`src/rtl/dma_xfer_engine.sv`:
```
`default_nettype none
// ============================================================================
//  Module      : dma_xfer_engine
//  Description : Initiator side of the go/dma_req/data_transfer burst
//                protocol. An accepted rising edge of go starts a contiguous
//                run of xfer_len_m1+1 words with incrementing word address,
//                ending in a one-cycle done pulse (qualified by aborted).
//  Revision    : 1.0 - initial release
// ============================================================================
module dma_xfer_engine #(
    parameter int ADDR_W = 16,
    parameter int LEN_W  = 8
) (
    input  logic              clk,
    input  logic              reset,
    input  logic              go,
    input  logic              dma_req,
    input  logic [LEN_W-1:0]  xfer_len_m1,
    input  logic [ADDR_W-1:0] base_addr,
    input  logic              abort,
    output logic              data_transfer,
    output logic [ADDR_W-1:0] word_addr,
    output logic              busy,
    output logic              done,
    output logic              aborted,
    output logic              start_err,
    output logic              overrun
);

    localparam logic [ADDR_W-1:0] C_ADDR_ONE = {{(ADDR_W-1){1'b0}}, 1'b1};
    localparam logic [LEN_W-1:0]  C_LEN_ONE  = {{(LEN_W-1){1'b0}}, 1'b1};
    localparam logic [LEN_W-1:0]  C_LEN_ZERO = '0;

    typedef enum logic [0:0] {
        ST_IDLE = 1'b0,
        ST_XFER = 1'b1
    } state_t;

    state_t              r_state;
    state_t              w_state_nxt;
    logic                r_go_q;
    logic                w_rise;
    logic [LEN_W-1:0]    r_remaining;
    logic [LEN_W-1:0]    w_remaining_nxt;
    logic [ADDR_W-1:0]   r_word_addr;
    logic [ADDR_W-1:0]   w_word_addr_nxt;
    logic                r_done;
    logic                w_done_nxt;
    logic                r_aborted;
    logic                w_aborted_nxt;
    logic                r_start_err;
    logic                w_start_err_nxt;
    logic                r_overrun;
    logic                w_overrun_nxt;

    // Only a 0->1 transition of go is a start request.
    assign w_rise = go & ~r_go_q;

    // Track previous go; loads during reset too, so a go already high at
    // reset release is not seen as a new edge.
    always_ff @(posedge clk) begin
        r_go_q <= go;
    end

    // State and output registers.
    always_ff @(posedge clk) begin
        if (reset) begin
            r_state     <= ST_IDLE;
            r_remaining <= '0;
            r_word_addr <= '0;
            r_done      <= 1'b0;
            r_aborted   <= 1'b0;
            r_start_err <= 1'b0;
            r_overrun   <= 1'b0;
        end else begin
            r_state     <= w_state_nxt;
            r_remaining <= w_remaining_nxt;
            r_word_addr <= w_word_addr_nxt;
            r_done      <= w_done_nxt;
            r_aborted   <= w_aborted_nxt;
            r_start_err <= w_start_err_nxt;
            r_overrun   <= w_overrun_nxt;
        end
    end

    // Next-state logic: accept in IDLE, count down words in XFER.
    always_comb begin
        w_state_nxt     = r_state;
        w_remaining_nxt = r_remaining;
        w_word_addr_nxt = r_word_addr;
        w_done_nxt      = 1'b0;
        w_aborted_nxt   = 1'b0;
        w_start_err_nxt = 1'b0;
        w_overrun_nxt   = r_overrun;

        case (r_state)
            ST_IDLE: begin
                if (w_rise) begin
                    if (dma_req) begin
                        w_state_nxt     = ST_XFER;
                        w_remaining_nxt = xfer_len_m1;
                        w_word_addr_nxt = base_addr;
                    end else begin
                        w_start_err_nxt = 1'b1;
                    end
                end
            end
            ST_XFER: begin
                // A new request while a burst runs is flagged, never started.
                if (w_rise) begin
                    w_overrun_nxt = 1'b1;
                end
                // Abort takes priority over a simultaneous last word; the
                // current cycle still counts as a transferred word.
                if (abort) begin
                    w_state_nxt   = ST_IDLE;
                    w_done_nxt    = 1'b1;
                    w_aborted_nxt = 1'b1;
                end else if (r_remaining == C_LEN_ZERO) begin
                    w_state_nxt = ST_IDLE;
                    w_done_nxt  = 1'b1;
                end else begin
                    w_remaining_nxt = r_remaining - C_LEN_ONE;
                    w_word_addr_nxt = r_word_addr + C_ADDR_ONE;
                end
            end
            default: begin
                w_state_nxt = ST_IDLE;
            end
        endcase
    end

    assign data_transfer = (r_state == ST_XFER);
    assign busy          = (r_state == ST_XFER);
    assign word_addr     = r_word_addr;
    assign done          = r_done;
    assign aborted       = r_aborted;
    assign start_err     = r_start_err;
    assign overrun       = r_overrun;

endmodule
`default_nettype wire
```
`config.mk`:
```
export PLATFORM = sky130hd
export DESIGN_NAME = dma_xfer_engine
export DESIGN_NICKNAME = d
export VERILOG_FILES = /design/src/rtl/dma_xfer_engine.sv
export SDC_FILE = /design/constraint.sdc
export NUM_CORES = 1
export LEC_CHECK = 0
export CAP_MARGIN = 25
export CORE_UTILIZATION = 47
export DETAILED_ROUTE_END_ITERATION = 16
export PLACE_DENSITY = 0.81
export SLEW_MARGIN = 20
export SYNTH_ARGS = -nofsm -noshare
export SYNTH_HDL_FRONTEND = slang
export SYNTH_SLANG_ARGS = --single-unit
```
`constraint.sdc`:
```
create_clock -name clk -period 2.1 [get_ports clk]
set_input_delay 0.63 -clock clk [delete_from_list [all_inputs] [get_ports clk]]
set_output_delay 0.63 -clock clk [all_outputs]
set_load 0.01 [all_outputs]
```
==> impl_results.md <==
- Fillers: 293
- M2 GR Usage: 42.3%
- Net Sw Frac: 27.1%
- Register-to-register setup slack: 0.11 ns
- Diode count: 0
- Critical path's most frequent cell: buf_4
- Int Power: 1.04 mW
- Initial Utilization: 51.1%
- Die height: 63.4 um
- Clk pwr share: 33.8%
- Antenna violations before repair: 0
- Vias: 1952
- Crit Path Category: flop to flop
- Arrival @ worst endpoint: 2.20 ns
- Largest stage delay, worst path: 0.55 ns
- Critical path fanouts, max: 5
- Clock-pin slew on the worst setup and hold paths: 0.06 ns
- Worst EP required: 2.31 ns
- GR Util met3: 3.99%
- Critical Path Source: r_remaining[0]
- Vias per inst: 5.90
- Area delta synth->final: 44.1%
- Cell depth of the worst setup path: 8
- Net count after synthesis: 252
- CTS Root Cell: clkbuf_8
- Total grt overflow: 0
- Dpl hpwl: 3.31 mm
- Drt first-iter violations: 219
- Avg Inst Size Synth: 8.02 um^2
- Commonest non-fill, non-tap cell in the layout: clkdlybuf4s50_1
- Total core area: 3470 um^2
- Max Cap Viol: 0
- Final #Nets: 315
- Max VDD drop: 0.405 mV
- Global-route wire length before repair: 7.82 mm
- Max-Slew Margin vs Limit: 57.1%
- Critical Path Source Type: flop
- Fmax: 502 MHz
- P per Cell Area: 558 nW/um^2
- Yosys warns: 0
- CTS tree: done
- CP Buf/Inv Count: 3
- Finished Layout Cells: 331
- Antenna-violating nets left: 0
- H-tree depth: 2
- CTS Buffer Depth: 2
- Final setup viols: 0
- RSZ-0062 raised after global routing: true
- Post-CTS setup repair buffer count: 0
- CP Capture Point: word_addr[7]
- Largest net degree at the start of global routing: 32
- Most frequent cells in the layout: clkdlybuf4s50_1 (50), dfxtp_1 (30), buf_4 (21)
- Gate power share: 21.8%
- Flops & latches, synth: 30
- Worst slew pin tran: 0.638 ns
- Number of buffers added on ports: 50
- DRC Markers: 0
- Max Slew Vio Count: 0
- Reg-to-reg critical path startpoint: r_remaining[0]
- Slowest cell on the critical path: or4bb_4
- Post-synth EDFFs: 0
- GR met1 Demand/Resource: 30.0%
- CP top delay family: simple AND/OR/NAND/NOR gates
- Clock latency on the worst-skew pair: 0.28 ns
- Post_cts resized: 0
- Placed Cells: 323
- Share of layout cells above drive strength 1: 15.1%
- GP Congestion: 0.849
- CP Capture Type: flop
- Vias in the first global route: 1777
- Sequential share of power: 44.3%
- Row cnt: 21
- Clock skew: 0.00332 ns
- GRT Total Usage: 25.0%
- Worst R2R End: word_addr[7]
- Die width: 63.4 um
- Clock Sinks: 30
- DRT Pass-1 Iters: 4
- Final cycle utilization of the critical path: 94.9%
- Final min period: 1.99 ns
- IO Pins: 51
- Sequential area share after synthesis: 33.9%
- LEAKAGE: 0.904 nW
- Total power: 1.43 mW
- Synth Flop Type: dfxtp_1
- Switching pwr: 386 uW
- Drt wl/cell: 14.3 um
- Die ar.: 4020 um^2
- HP Class: flop to flop
- Final WL: 4.74 mm
- CTS buffer count: 5
- Crit-path cells: inv_1, ha_1, or4bb_4, buf_4, o22ai_4, buf_4, o21ai_0, a21oi_1
- Status: complete, no violations
- Hold buffer count at CTS: 0
- Syn Inst Count: 221
- Synthesized area: 1770 um^2
- Synth unique cells: 46
- Grt peak-use layer: met2
- Cell count of the worst reg-to-reg path: 8
- Final Hold Viols: 0
- Asr flop ratio synth: 0%
[through the flow]
step	cell area [um^2]	setup WS [ns]	hold WS, ns	util [%]	setup TNS [ns]
CTS	2520	0.0416	0.500	72.7	0
global placement	2430	-0.227	0.482	70.1	-3.21
floorplan	1770	0.121	0.462	-	0
detailed placement	2430	-0.242	0.491	70.1	-3.59
global route	2550	-0.0194	0.515	73.7	-0.0194
finish	2550	0.108	0.498	73.7	0
[worst min-delay path: cells and delay by family, from the launching register on]
| family | cells | cell delay, ns |
|---|---|---|
| DFF | 1 | 0.32 |
| AOI/OAI and AO/OA | 1 | 0.06 |
| and+or+nand+nor | 1 | 0.07 |
[sequential cells by signal (all words and copies together), names as in the netlist]
signal	cells
busy	1
start_err	1
done	1
aborted	1
r_go_q	1
r_remaining	8
word_addr	16
overrun	1
[cell type report]
cell class	count	area, um^2	area share [%]
multi-input combinational	169	1090	42.7
timing repair buffer	74	701	27.4
sequential	30	601	23.5
clock buffer	7	86.3	3.38
tap	46	57.6	2.25
inverter	4	15.0	0.588
clock inverter	1	5.00	0.196
[cell usage after synthesis, types with 4 or more instances]
master / count / share of area (%)
nand3_1: 5 / 1.4
clkbuf_1: 11 / 2.3
o21a_1: 4 / 1.7
nor2_1: 14 / 3.0
nor4_1: 7 / 2.5
o2bb2ai_1: 4 / 2.0
nand2_1: 17 / 3.6
o211ai_1: 4 / 1.7
or4_1: 4 / 1.7
a31oi_1: 5 / 1.8
nand4_1: 5 / 1.8
nor2b_1: 8 / 2.8
a21o_1: 4 / 1.7
dfxtp_1: 30 / 34
a211oi_1: 5 / 2.1
a21boi_0: 4 / 1.7
o21ai_0: 19 / 5.4
nor3_1: 8 / 2.3
a21oi_1: 18 / 5.1
inv_1: 4 / 0.85
[power groups by stage]
stage | Combinational (mW) | Clock (mW) | Sequential, mW
floorplan | 0.147 | 0 | 0.647
global placement | 0.297 | 0 | 0.642
detailed placement | 0.300 | 0 | 0.644
CTS | 0.303 | 0.489 | 0.631
global route | 0.338 | 0.520 | 0.637
finish | 0.311 | 0.483 | 0.632
[routing by layer]
| layer | up-vias | share of wire (%) |
|---|---|---|
| li1 | 967 | - |
| met1 | 914 | 43 |
| met2 | 63 | 50 |
| met3 | 8 | 5.5 |
| met4 | 0 | 1.6 |
| met5 | - | 0 |
[how the worst min path moves through the flow]
stage                              start             end  slack, ns  cells past startpoint
after global placement    r_remaining[3]  r_remaining[3]       0.48                      2
final                      word_addr[15]   word_addr[15]       0.50                      2
after CTS                  word_addr[15]   word_addr[15]       0.50                      2
after floorplan           r_remaining[3]  r_remaining[3]       0.46                      2
after global routing       word_addr[15]   word_addr[15]       0.51                      2
after detailed placement   word_addr[15]   word_addr[15]       0.49                      2
[cells by family after synthesis]
family | Yosys count | share of synthesized area [%]
AO/OA/AOI/OAI | 80 | 30.6
adder cells (fa/ha/maj) | 2 | 1.41
buffers and inverters | 22 | 6.14
flip-flops | 30 | 33.9
multiplexers | 1 | 0.565
AND/OR/NAND/NOR | 86 | 27.5
Power figures use the tool's default switching activity.
